[src/rtl/taillight_stalk_ctrl.sv]
`default_nettype none
// ============================================================================
// Module      : taillight_stalk_ctrl
// Description : Driver-side command generator for the taillight sequencer.
//               Raw steering-column and pedal levels are synchronized through
//               two flops and debounced. The turn stalk is resolved through a
//               small FSM. The hazard button is converted to a toggle. All
//               commands leave as registered levels.
// Ports       : clk            - system clock, rising edge
//               rst_n          - synchronous reset, active low
//               stalk_left_i   - raw left stalk level
//               stalk_right_i  - raw right stalk level
//               hazard_btn_i   - raw hazard push-button (1 = pressed)
//               brake_pedal_i  - raw brake pedal switch
//               headlight_sw_i - raw headlight / runlight switch
//               left_o, right_o, hazard_o, brake_o, runlights_o
//                              - registered commands to the sequencer
//               turn_state_o   - turn FSM state (00 IDLE, 01 LEFT,
//                                10 RIGHT, 11 LOCKOUT)
// Option      : TAILLIGHT_STALK_CTRL_AUTOCANCEL_EN adds a turn-signal
//               timeout of CANCEL_CYCLES cycles that forces LOCKOUT.
// Revision    : 1.0 - initial release
// ============================================================================
module taillight_stalk_ctrl #(
   parameter int DEBOUNCE_CYCLES = 4,
   parameter int CANCEL_CYCLES   = 16
) (
   input  logic       clk,
   input  logic       rst_n,
   input  logic       stalk_left_i,
   input  logic       stalk_right_i,
   input  logic       hazard_btn_i,
   input  logic       brake_pedal_i,
   input  logic       headlight_sw_i,
   output logic       left_o,
   output logic       right_o,
   output logic       hazard_o,
   output logic       brake_o,
   output logic       runlights_o,
   output logic [1:0] turn_state_o
);

   localparam int NUM_IN   = 5;
   localparam int IDX_LEFT = 0;
   localparam int IDX_RGHT = 1;
   localparam int IDX_HAZ  = 2;
   localparam int IDX_BRK  = 3;
   localparam int IDX_HEAD = 4;

   // Counter is 8 bits; the compare is done one bit wider so a limit of 255
   // is reached without wrap.
   localparam logic [8:0] DEB_LIMIT = 9'(DEBOUNCE_CYCLES);

   typedef enum logic [1:0] {
      ST_IDLE    = 2'b00,
      ST_LEFT    = 2'b01,
      ST_RIGHT   = 2'b10,
      ST_LOCKOUT = 2'b11
   } state_t;

   logic [NUM_IN-1:0] raw;
   logic [NUM_IN-1:0] sync1;
   logic [NUM_IN-1:0] sync2;
   logic [NUM_IN-1:0] deb;
   logic [7:0]        deb_cnt [NUM_IN];

   state_t state;
   state_t state_nxt;
   logic   hazard_q;
   logic   hazard_nxt;
   logic   deb_hazard_d;
   logic   cancel_hit;
   logic   dl;
   logic   dr;
   logic   dh;

   assign raw = {headlight_sw_i, brake_pedal_i, hazard_btn_i,
                 stalk_right_i, stalk_left_i};

   // ------------------------------------------------------------------------
   // Synchronizers and debouncers
   // ------------------------------------------------------------------------
   always_ff @(posedge clk) begin
      if (!rst_n) begin
         sync1 <= '0;
         sync2 <= '0;
         deb   <= '0;
         for (int i = 0; i < NUM_IN; i++) begin
            deb_cnt[i] <= '0;
         end
      end else begin
         sync1 <= raw;
         sync2 <= sync1;
         for (int i = 0; i < NUM_IN; i++) begin
            if (sync2[i] == deb[i]) begin
               // Agreement (or a bounce back) restarts the stability count.
               deb_cnt[i] <= '0;
            end else if ({1'b0, deb_cnt[i]} + 9'd1 == DEB_LIMIT) begin
               deb[i]     <= sync2[i];
               deb_cnt[i] <= '0;
            end else begin
               deb_cnt[i] <= deb_cnt[i] + 8'd1;
            end
         end
      end
   end

   assign dl = deb[IDX_LEFT];
   assign dr = deb[IDX_RGHT];
   assign dh = deb[IDX_HAZ];

   // ------------------------------------------------------------------------
   // Optional turn-signal timeout
   // ------------------------------------------------------------------------
`ifdef TAILLIGHT_STALK_CTRL_AUTOCANCEL_EN
   localparam logic [16:0] CANCEL_LIMIT = 17'(CANCEL_CYCLES);
   logic [15:0] cancel_cnt;

   // Fires on the cycle whose edge would bring the count to the limit, so the
   // lamp is lit for exactly CANCEL_CYCLES cycles.
   assign cancel_hit = ((state == ST_LEFT) || (state == ST_RIGHT)) &&
                       (({1'b0, cancel_cnt} + 17'd1) == CANCEL_LIMIT);

   always_ff @(posedge clk) begin
      if (!rst_n) begin
         cancel_cnt <= '0;
      end else if (state_nxt != state) begin
         cancel_cnt <= '0;
      end else if ((state == ST_LEFT) || (state == ST_RIGHT)) begin
         cancel_cnt <= cancel_cnt + 16'd1;
      end
   end
`else
   // No timeout without the counter; CANCEL_CYCLES is at least 1, so this
   // expression is constant 0.
   assign cancel_hit = (CANCEL_CYCLES < 0);
`endif

   // ------------------------------------------------------------------------
   // Turn FSM next state and hazard toggle
   // ------------------------------------------------------------------------
   always_comb begin
      state_nxt = state;
      case (state)
         ST_IDLE: begin
            if (dl && !dr) begin
               state_nxt = ST_LEFT;
            end else if (dr && !dl) begin
               state_nxt = ST_RIGHT;
            end
         end
         ST_LEFT: begin
            if (!dl) begin
               state_nxt = ST_IDLE;
            end else if (dr || cancel_hit) begin
               state_nxt = ST_LOCKOUT;
            end
         end
         ST_RIGHT: begin
            if (!dr) begin
               state_nxt = ST_IDLE;
            end else if (dl || cancel_hit) begin
               state_nxt = ST_LOCKOUT;
            end
         end
         ST_LOCKOUT: begin
            // The stalk must return fully to centre before a new signal.
            if (!dl && !dr) begin
               state_nxt = ST_IDLE;
            end
         end
         default: state_nxt = ST_IDLE;
      endcase

      // Toggle on the debounced press edge only.
      hazard_nxt = hazard_q ^ (dh & ~deb_hazard_d);
   end

   // ------------------------------------------------------------------------
   // State and registered outputs. Turn outputs are computed from the next
   // state and next hazard value so they update on the same edge as
   // turn_state_o and hazard_o and can never disagree with them.
   // ------------------------------------------------------------------------
   always_ff @(posedge clk) begin
      if (!rst_n) begin
         state        <= ST_IDLE;
         hazard_q     <= 1'b0;
         deb_hazard_d <= 1'b0;
         left_o       <= 1'b0;
         right_o      <= 1'b0;
         brake_o      <= 1'b0;
         runlights_o  <= 1'b0;
      end else begin
         state        <= state_nxt;
         hazard_q     <= hazard_nxt;
         deb_hazard_d <= dh;
         left_o       <= (state_nxt == ST_LEFT)  && !hazard_nxt;
         right_o      <= (state_nxt == ST_RIGHT) && !hazard_nxt;
         brake_o      <= deb[IDX_BRK];
         runlights_o  <= deb[IDX_HEAD];
      end
   end

   assign hazard_o     = hazard_q;
   assign turn_state_o = state;

endmodule
`default_nettype wire

[config.mk]
export PLATFORM = sky130hd
export DESIGN_NAME = taillight_stalk_ctrl
export DESIGN_NICKNAME = d
export VERILOG_FILES = /design/src/rtl/taillight_stalk_ctrl.sv
export SDC_FILE = /design/constraint.sdc
export NUM_CORES = 1
export LEC_CHECK = 0
export ABC_AREA = 1
export BUFFER_PORTS_ARGS = -buffer_cell sky130_fd_sc_hd__buf_4
export CAP_MARGIN = 0
export CORE_MARGIN = 5
export CORE_UTILIZATION = 45
export DETAILED_ROUTE_END_ITERATION = 10
export MAX_ROUTING_LAYER = met4
export PLACE_DENSITY = 0.6
export SETUP_SLACK_MARGIN = 0.15
export SYNTH_ARGS = -nofsm -noshare
export SYNTH_HDL_FRONTEND = slang
export SYNTH_SLANG_ARGS = --single-unit
[constraint.sdc]
create_clock -name clk -period 5.2 [get_ports clk]
set_clock_uncertainty 0.2 [all_clocks]
set_input_delay 0 -clock clk [delete_from_list [all_inputs] [get_ports clk]]
set_output_delay 0 -clock clk [all_outputs]
set_load 0.02 [all_outputs]
# After elaboration in Yosys (flattened, before gate mapping)
# Memories as Yosys holds them, arrays and structs flattened.
# Index checks and enable logic that the tools add are counted.
# classes
addsub,10
eq_ne,15
n_mux,79
n_bitwise,23
reduce_logical,14
# ops
operator,count
$mux W8,15
$mux W1,56
$add A8 B1 Y9 const B,5
$eq A9 B3 Y1 const B,5
$add A8 B1 Y8 const B,5
$or A1 B1 Y1,15
$mux W2,7
$reduce_and A2 Y1,5
$pmux W2 S4,1
$eq A2 B2 Y1 const B,3
$not A1 Y1,6
$eq A1 B1 Y1,5
$logic_and A1 B1 Y1,5
$eq A2 B1 Y1 const B,2
$logic_not A1 Y1,3
$logic_not A2 Y1,1
$and A1 B1 Y1,1
$xor A1 B1 Y1,1
# totals
regBits,23
ram_bits,40
inputBits,7
out_inout_bits,7
word_cells,156
mem_count,1
# memory_table
name,depth,word_bits,rd,rd_ports_with_merged_regs,write_ports,line_no,source
deb_cnt,5,8,5,0,5,65,logic [7:0] deb_cnt [NUM_IN];

# Depth between registers and ports, before layout
# Gate-level depths: netlist of run 1.
# An unclocked memory read counts as a cell.
# depth
word_depth,9
ltp_mapped,11
mapped_depth_nobuf,11

# Least setup slack after synthesis of run 1
# OpenSTA, ideal clock, no wires.
# synth_path
path_kind,register to register
from,memory deb_cnt[3][0]
to,memory deb_cnt[3][0] (data pin)
setup_ns,0.261
t_arrival_ns,1.389
t_required_ns,4.739
slack_ns,3.350
path_stages_with_launch,10
n_path_buf,0
period_less_slack_ns,1.850
path_cell_list,edfxtp_1 -> ha_1 -> nand3_2 -> nand2_1 -> nand2_1 -> nand2_1 -> nor2_1 -> nand3_2 -> nand2_2 -> nor2_1
# synth_lines
item,line_no
from (decl),65

==> results of run 1 <==
==> cell usage after synthesis <==
library cell,number,area [µm²]
sky130_fd_sc_hd__edfxtp_1,40,1200
sky130_fd_sc_hd__nor2_4,1,11.3
sky130_fd_sc_hd__o21ai_1,2,10.0
sky130_fd_sc_hd__nor2_2,7,43.8
sky130_fd_sc_hd__dfxtp_1,23,460
sky130_fd_sc_hd__nor2_1,65,244
sky130_fd_sc_hd__xor2_1,5,43.8
sky130_fd_sc_hd__xnor2_1,6,52.6
sky130_fd_sc_hd__nand3b_1,6,45.0
sky130_fd_sc_hd__o21ai_0,5,25.0
sky130_fd_sc_hd__nand2_1,104,390
sky130_fd_sc_hd__conb_1,1,3.75
sky130_fd_sc_hd__clkbuf_1,2,7.51
sky130_fd_sc_hd__inv_1,77,289
sky130_fd_sc_hd__nand4_1,10,62.6
sky130_fd_sc_hd__nand3_1,19,95.1
sky130_fd_sc_hd__ha_1,7,87.6
sky130_fd_sc_hd__nand3_2,3,30.0
sky130_fd_sc_hd__o21ai_2,1,8.76
sky130_fd_sc_hd__a21oi_1,16,80.1
sky130_fd_sc_hd__nand3_4,1,17.5
sky130_fd_sc_hd__nor3_1,1,5.00
sky130_fd_sc_hd__and2_1,1,6.26
sky130_fd_sc_hd__nor3b_1,1,7.51
sky130_fd_sc_hd__nand2_2,5,31.3
sky130_fd_sc_hd__o21ai_4,1,16.3
==> logic make-up after synthesis <==
group | synth area share, %
adder cells (fa/ha/maj) | 2.67
AO/OA/AOI/OAI | 4.28
buffers and inverters | 9.05
flip-flops | 50.7
AND/OR/NAND/NOR | 30.2
other | 0.114
XOR/XNOR | 2.94
==> layer usage <==
| layer | global-route usage, % | part of all wire [%] | vias to the layer above |
|---|---|---|---|
| li1 | - | - | 1387 |
| met1 | 15.9 | 49 | 1070 |
| met2 | 21.0 | 46 | 25 |
| met3 | 3.08 | 2.9 | 13 |
| met4 | 7.57 | 2.2 | 0 |
| met5 | - | 0 | - |
==> area by class of cell <==
| class | instances | area (µm²) | area share [%] |
|---|---|---|---|
| multi-input cells | 307 | 1460 | 37.1 |
| clock buffers | 9 | 124 | 3.14 |
| inverters | 77 | 289 | 7.33 |
| flip-flops and latches | 63 | 1660 | 42.1 |
| repair buffers | 24 | 208 | 5.27 |
| clock inverters | 7 | 72.6 | 1.84 |
| well taps | 99 | 124 | 3.14 |
==> worst register-to-register path, stage by stage (launching register included) <==
cell,delay [ns]
sky130_fd_sc_hd__edfxtp_1,0.45
sky130_fd_sc_hd__ha_1,0.24
sky130_fd_sc_hd__nand2_1,0.10
sky130_fd_sc_hd__inv_1,0.08
sky130_fd_sc_hd__nand3b_1,0.08
sky130_fd_sc_hd__nand2_1,0.05
sky130_fd_sc_hd__inv_1,0.07
sky130_fd_sc_hd__nand2_1,0.06
sky130_fd_sc_hd__nor2_1,0.15
sky130_fd_sc_hd__nand2_1,0.11
sky130_fd_sc_hd__nand2_2,0.15
sky130_fd_sc_hd__a21oi_1,0.07
==> path summary, 6_finish.rpt <==
check | endpoint | startpoint | cells after the start
worst max-delay path | deb_cnt[2][7] | deb_cnt[2][0] | 11
worst min-delay path | sync2[4] | sync1[4] | 2
worst max register to register | deb_cnt[2][7] | deb_cnt[2][0] | 11
worst min register to register | sync2[4] | sync1[4] | 2
==> state kept, by name, indices dropped and copies added (netlist names) <==
register      count
deb               5
brake_o           1
sync2             5
left_o            1
deb_hazard_d      1
deb_cnt          40
turn_state_o      2
sync1             5
right_o           1
runlights_o       1
hazard_o          1
==> stage by stage <==
| stage | total power [mW] | area (µm²) | setup WS [ns] | util [%] | std cells |
|---|---|---|---|---|---|
| 5_1_grt | 1.10 | 3940 | 2.91 | 54.9 | 586 |
| 3_3_place_gp | 0.631 | 3640 | 3.17 | 50.7 | 559 |
| 3_5_place_dp | 0.633 | 3640 | 3.16 | 50.7 | 559 |
| 6_report | 1.05 | 3940 | 3.14 | 54.9 | 586 |
| 2_1_floorplan | 0.617 | 3420 | 3.35 | - | 449 |
| 4_1_cts | 1.07 | 3940 | 3.14 | 54.9 | 586 |
==> power by group through the flow <==
stage               clock network (mW)  logic, mW  registers, mW
floorplan                            0     0.0446          0.572
global placement                     0     0.0556          0.575
detailed placement                   0     0.0563          0.576
CTS                              0.439     0.0628          0.565
global route                     0.459     0.0741          0.568
finish                           0.422     0.0630          0.565
==> impl_summary.log, run 1 <==
[metrics] outcome: completed
[metrics] final-stage net count: 496
[metrics] part of the power in registers: between 50% and 60%
[metrics] number of max-cap violations: 0
[metrics] Avg Inst Size Synth: about 8.0 µm²
[metrics] total die area: slightly above 9000 µm²
[metrics] number of antenna violations at the first check in global routing: 0
[metrics] delay of the slowest cell on the worst path: about 0.45 ns
[metrics] Avg Vias per Cell: between 4 and 5
[metrics] CP Class: reg2reg
[metrics] Seq/Total Area, Yosys: between 50% and 60%
[metrics] vias post-DR: between 2k and 2.5k
[metrics] switching pwr: about 0.25 mW
[metrics] final-layout setup total negative slack: 0 ns
[metrics] number of buffers added by the clock tree synthesis step: 9
[metrics] static leakage: approximately 1.9 nW
[metrics] wire length of the first global-routing pass: 9180 µm
[metrics] CP Buf/Inv Count: 2
[metrics] sum of overflow across all layers after global routing: 0
[metrics] period utilisation layout: about two fifths
[metrics] cell area after synthesis: 3280 µm²
[metrics] ANT cells: 0
[metrics] final routed wire length divided by cell count: between 8 and 9 µm
[metrics] Crit path arrival time: a little under 2 ns
[metrics] unique cell type count in the Yosys netlist: 26
[metrics] Tot GR Track Use: around 13%
[metrics] CP delay by family, top: simple AND/OR/NAND/NOR gates
[metrics] largest fanout of any net on the critical path: 7
[metrics] element type at the critical path end: register
[metrics] RSZ-0062 raised after global routing: false
[metrics] maximum ir drop on the vdd rail: between 0.1 and 0.15 mV
[metrics] clock buffer depth: 2
[metrics] fillcell total: around 700
[metrics] DRC marker count from the first detailed-route iteration: between 80 and 90
[metrics] cell mode on critical path: sky130_fd_sc_hd__nand2_1
[metrics] io pins: 14
[metrics] switching part of the total: roughly a quarter
[metrics] fraction of layout cells with a size suffix above 1: slightly below 10%
[metrics] worst min path class: reg2reg
[metrics] count of input and output buffers: 13
[metrics] area inside the core boundary: 7180 µm²
[metrics] critical-path cell with the highest stage delay: sky130_fd_sc_hd__edfxtp_1
[metrics] power density normalized to cell area: 266 nW/µm²
[metrics] number of buffers added for setup after CTS: 0
[metrics] synthesis warning total: 0
[metrics] pin count of the biggest net entering global routing: 24
[metrics] CTS tree: done
[metrics] DRT Pass-1 Iters: 6
[metrics] DR DRC count: 0
[metrics] most frequent cells in the layout: sky130_fd_sc_hd__nand2_1, sky130_fd_sc_hd__inv_1, sky130_fd_sc_hd__nor2_1
[metrics] buffer cell driving the clock tree root: sky130_fd_sc_hd__clkbuf_8
[metrics] P&R area growth vs syn: 20.4%
[metrics] half-perimeter wire length of the detailed placement result: ~3800 µm
[metrics] final hold viol count: 0
[metrics] clock slew at reported path FFs: ~0.080 ns
[metrics] overall die height: 95.3 µm
[metrics] Worst Hold Slack: between 0.2 and 0.25 ns
[metrics] worst path cell trace: ha_1 -> nand2_1 -> inv_1 -> nand3b_1 -> nand2_1 -> inv_1 -> nand2_1 -> nor2_1 -> nand2_1 -> nand2_2 -> a21oi_1
[metrics] minimum clock period after layout: between 2 and 2.5 ns
[metrics] number of sinks handled by clock tree synthesis: between 60 and 70
[metrics] cts hold-fix bufs: 11
[metrics] Internal: ~0.8 mW
[metrics] Final GP Congestion: between 0.7 and 0.8
[metrics] post_cts resized: 0
[metrics] Setup Viol. Count Final: 0
[metrics] final wirelength: around 5200 µm
[metrics] Cell Rows: 31
[metrics] number of synthesized register bits: 63
[metrics] most common cell after layout, fill and taps aside: sky130_fd_sc_hd__nand2_1
[metrics] count of mapped cells out of synthesis: a little over 400
[metrics] Max Freq: 0.485 GHz
[metrics] Req. time, crit path: 5.09 ns
[metrics] slack of the worst reg-to-reg path: 3.14 ns
[metrics] number of global-route vias before repair: 2258
[metrics] antenna-violating nets left: 0
[metrics] Max Slew Vio Count: 0
[metrics] initial standard-cell utilization of the core: 45.6%
[metrics] htree depth: 3
[metrics] Clock Latency Late Sink: ~0.34 ns
[metrics] type of origin of the critical path: register
[metrics] part of the total power dissipated in the clock network: 40.2%
[metrics] Die W: between 90 and 100 µm
[metrics] combinational share of power: under 10%
No activity file was read; power rests on OpenSTA's default activity.
==> run 2: changes to the inputs <==
==> constraint.sdc (replaced) <==
create_clock -name clk -period 2.16 [get_ports clk]
set_clock_uncertainty 0.2 [all_clocks]
set_input_delay 0 -clock clk [delete_from_list [all_inputs] [get_ports clk]]
set_output_delay 0 -clock clk [all_outputs]
set_load 0.02 [all_outputs]
==> impl_summary.log, run 2 (synthesis results as in run 1) <==
[metrics] most common cell after layout, fill and taps aside: sky130_fd_sc_hd__nand2_1
[metrics] final hold viol count: 0 (unchanged)
[metrics] worst min path class: reg2reg
[metrics] Cell Rows: 31 (unchanged)
[metrics] final std cell area, no fill: 4030 µm² (+2.2%)
[metrics] overall die height: 95.3 µm (unchanged)
[metrics] io pins: 14 (unchanged)
[metrics] CP Class: reg2reg
[metrics] initial standard-cell utilization of the core: 45.6% (unchanged)
[metrics] clock buffer depth: 2 (unchanged)
[metrics] element type at the critical path end: register
[metrics] sum of overflow across all layers after global routing: 0 (unchanged)
[metrics] count of input and output buffers: 13 (unchanged)
[metrics] Max Slew Vio Count: 0 (unchanged)
[metrics] Setup Viol. Count Final: 0 (unchanged)
[metrics] P&R area growth vs syn: 23.0%
[metrics] number of max-cap violations: 0 (unchanged)
[metrics] RSZ-0062 raised after global routing: true
[metrics] buffer cell driving the clock tree root: sky130_fd_sc_hd__clkbuf_8
[metrics] number of buffers added by the clock tree synthesis step: 9 (unchanged)
[metrics] DRT Pass-1 Iters: 4 (-2)
[metrics] vias post-DR: 2553 (+2.3%)
[metrics] Worst Hold Slack: 0.213 ns (-0.00457 ns)
[metrics] ANT cells: 0 (unchanged)
[metrics] final-layout setup total negative slack: 0 ns (unchanged)
[metrics] wire length of the first global-routing pass: 9420 µm (+2.6%)
[metrics] final wirelength: 5450 µm (+4.4%)
[metrics] Clock Latency Late Sink: 0.34 ns (about the same)
[metrics] power density normalized to cell area: 623 nW/µm² (+130%)
[metrics] antenna-violating nets left: 0 (unchanged)
[metrics] Die W: 95.3 µm (unchanged)
[metrics] fillcell total: 675 (-3.2%)
[metrics] number of global-route vias before repair: 2318 (+2.7%)
[metrics] area inside the core boundary: 7180 µm² (unchanged)
[metrics] non-filler cells in the finished layout: 592 (+1.0%)
[metrics] maximum ir drop on the vdd rail: 0.368 mV (+160%)
[metrics] Req. time, crit path: 2.04 ns (-3.05 ns)
[metrics] final routed wire length divided by cell count: 9.20 µm (+3.4%)
[metrics] Final GP Congestion: 0.788 (+2.0%)
[metrics] period utilisation layout: 88.3% (+49 points)
[metrics] total placed instance area: 3650 µm² (+0.41%)
[metrics] Crit path arrival time: 1.79 ns (-0.16 ns)
[metrics] DRC marker count from the first detailed-route iteration: 86 (-1.1%)
[metrics] Tot GR Track Use: 13.8% (+0.39 points)
[metrics] number of flip-flops in the largest register: 40 (unchanged)
[metrics] half-perimeter wire length of the detailed placement result: 3820 µm (-0.17%)
[metrics] minimum clock period after layout: 1.91 ns (-0.153 ns)
[metrics] outcome: completed
[metrics] register with the most flip-flops: deb_cnt
[metrics] Final Total Pwr: 2.51 mW (+140%)
[metrics] CTS tree: done
[metrics] type of origin of the critical path: register
[metrics] number of antenna violations at the first check in global routing: 0 (unchanged)
[metrics] DR DRC count: 0 (unchanged)
[metrics] fraction of layout cells with a size suffix above 1: 13.4% (+3.5 points)
[metrics] Max Freq: 0.524 GHz (+8.0%)
[metrics] htree depth: 3 (unchanged)
[metrics] largest fanout of any net on the critical path: 8 (+1)
[metrics] number of sinks handled by clock tree synthesis: 63 (unchanged)
[metrics] most frequent cells in the layout: sky130_fd_sc_hd__nand2_1, sky130_fd_sc_hd__inv_1, sky130_fd_sc_hd__nor2_1
[metrics] clock slew at reported path FFs: 0.08 ns (about the same)
[metrics] pin count of the biggest net entering global routing: 24 (unchanged)
[metrics] total die area: 9090 µm² (unchanged)
[metrics] Avg Vias per Cell: 4.31 (+1.3%)
[metrics] static leakage: 1.90 nW (+1.5%)
[metrics] final-stage net count: 502 (+1.2%)
[metrics] Post-Place Cells: 561 (+0.36%)
==> run 2: cell count changes in the layout (fill, tap and decap cells not counted), moves of 2 or more <==
cell,previous run,this run
sky130_fd_sc_hd__buf_4,13,19
sky130_fd_sc_hd__nand2_4,0,2
sky130_fd_sc_hd__ha_2,0,3
sky130_fd_sc_hd__nor2_1,65,60
sky130_fd_sc_hd__ha_1,7,4
sky130_fd_sc_hd__nor2_2,7,12
sky130_fd_sc_hd__nand2_1,104,101
==> run 2: area by class of cell <==
class                   instances  area (µm²)  share of cell area (%)
clock inverters                 6        61.3                    1.52
repair buffers                 30         253                    6.27
flip-flops and latches         63        1660                    41.2
multi-input cells             307        1510                    37.6
clock buffers                  10         128                    3.17
well taps                      99         124                    3.07
inverters                      77         289                    7.17
==> run 2: layer usage <==
metal	wire [µm]	track usage, %	part of all wire [%]
met5	0	-	0
met4	46	8.17	0.84
met3	176	3.79	3.2
met2	2600	21.2	48
met1	2620	16.1	48
==> run 2: where the power goes <==
part	switching (mW)	total [mW]	internal [mW]
logic	0.0988	0.169	0.0702
clock network	0.458	0.986	0.529
registers	0.0344	1.36	1.32
total	0.591	2.51	1.92
==> run 2: path summary, 6_finish.rpt <==
kind                                    start            end  slack (ns)  cells past startpoint
worst min-delay path                 sync1[2]       sync2[2]        0.21                      2
worst max-delay path            deb_cnt[4][0]  deb_cnt[4][0]        0.25                      9
worst max register to register  deb_cnt[4][0]  deb_cnt[4][0]        0.25                      9
worst min register to register       sync1[2]       sync2[2]        0.21                      2
==> run 2: repair_timing <==
action	4_1_cts	5_1_grt
hold buffers	11	0
buffers inserted	2	2
hold endpoints to repair	23	0
gates resized for setup	1	15
pin swaps	1	4
setup endpoints to repair	15	40
==> run 2: worst max-delay path, stage by stage (launching register included) <==
cell,delay (ns)
sky130_fd_sc_hd__edfxtp_1,0.39
sky130_fd_sc_hd__buf_4,0.16
sky130_fd_sc_hd__inv_1,0.04
sky130_fd_sc_hd__nor2_1,0.08
sky130_fd_sc_hd__nand2_1,0.09
sky130_fd_sc_hd__nand2_1,0.08
sky130_fd_sc_hd__nor2_2,0.17
sky130_fd_sc_hd__nand3_4,0.11
sky130_fd_sc_hd__o21ai_4,0.26
sky130_fd_sc_hd__nor2_1,0.08
==> run 2: per-stage QoR <==
step | util, % | setup WS, ns
6_report | 56.2 | 0.253
5_1_grt | 56.2 | 0.127
4_1_cts | 55.3 | 0.151
3_5_place_dp | 50.9 | 0.126
3_3_place_gp | 50.9 | 0.156
2_1_floorplan | - | 0.310
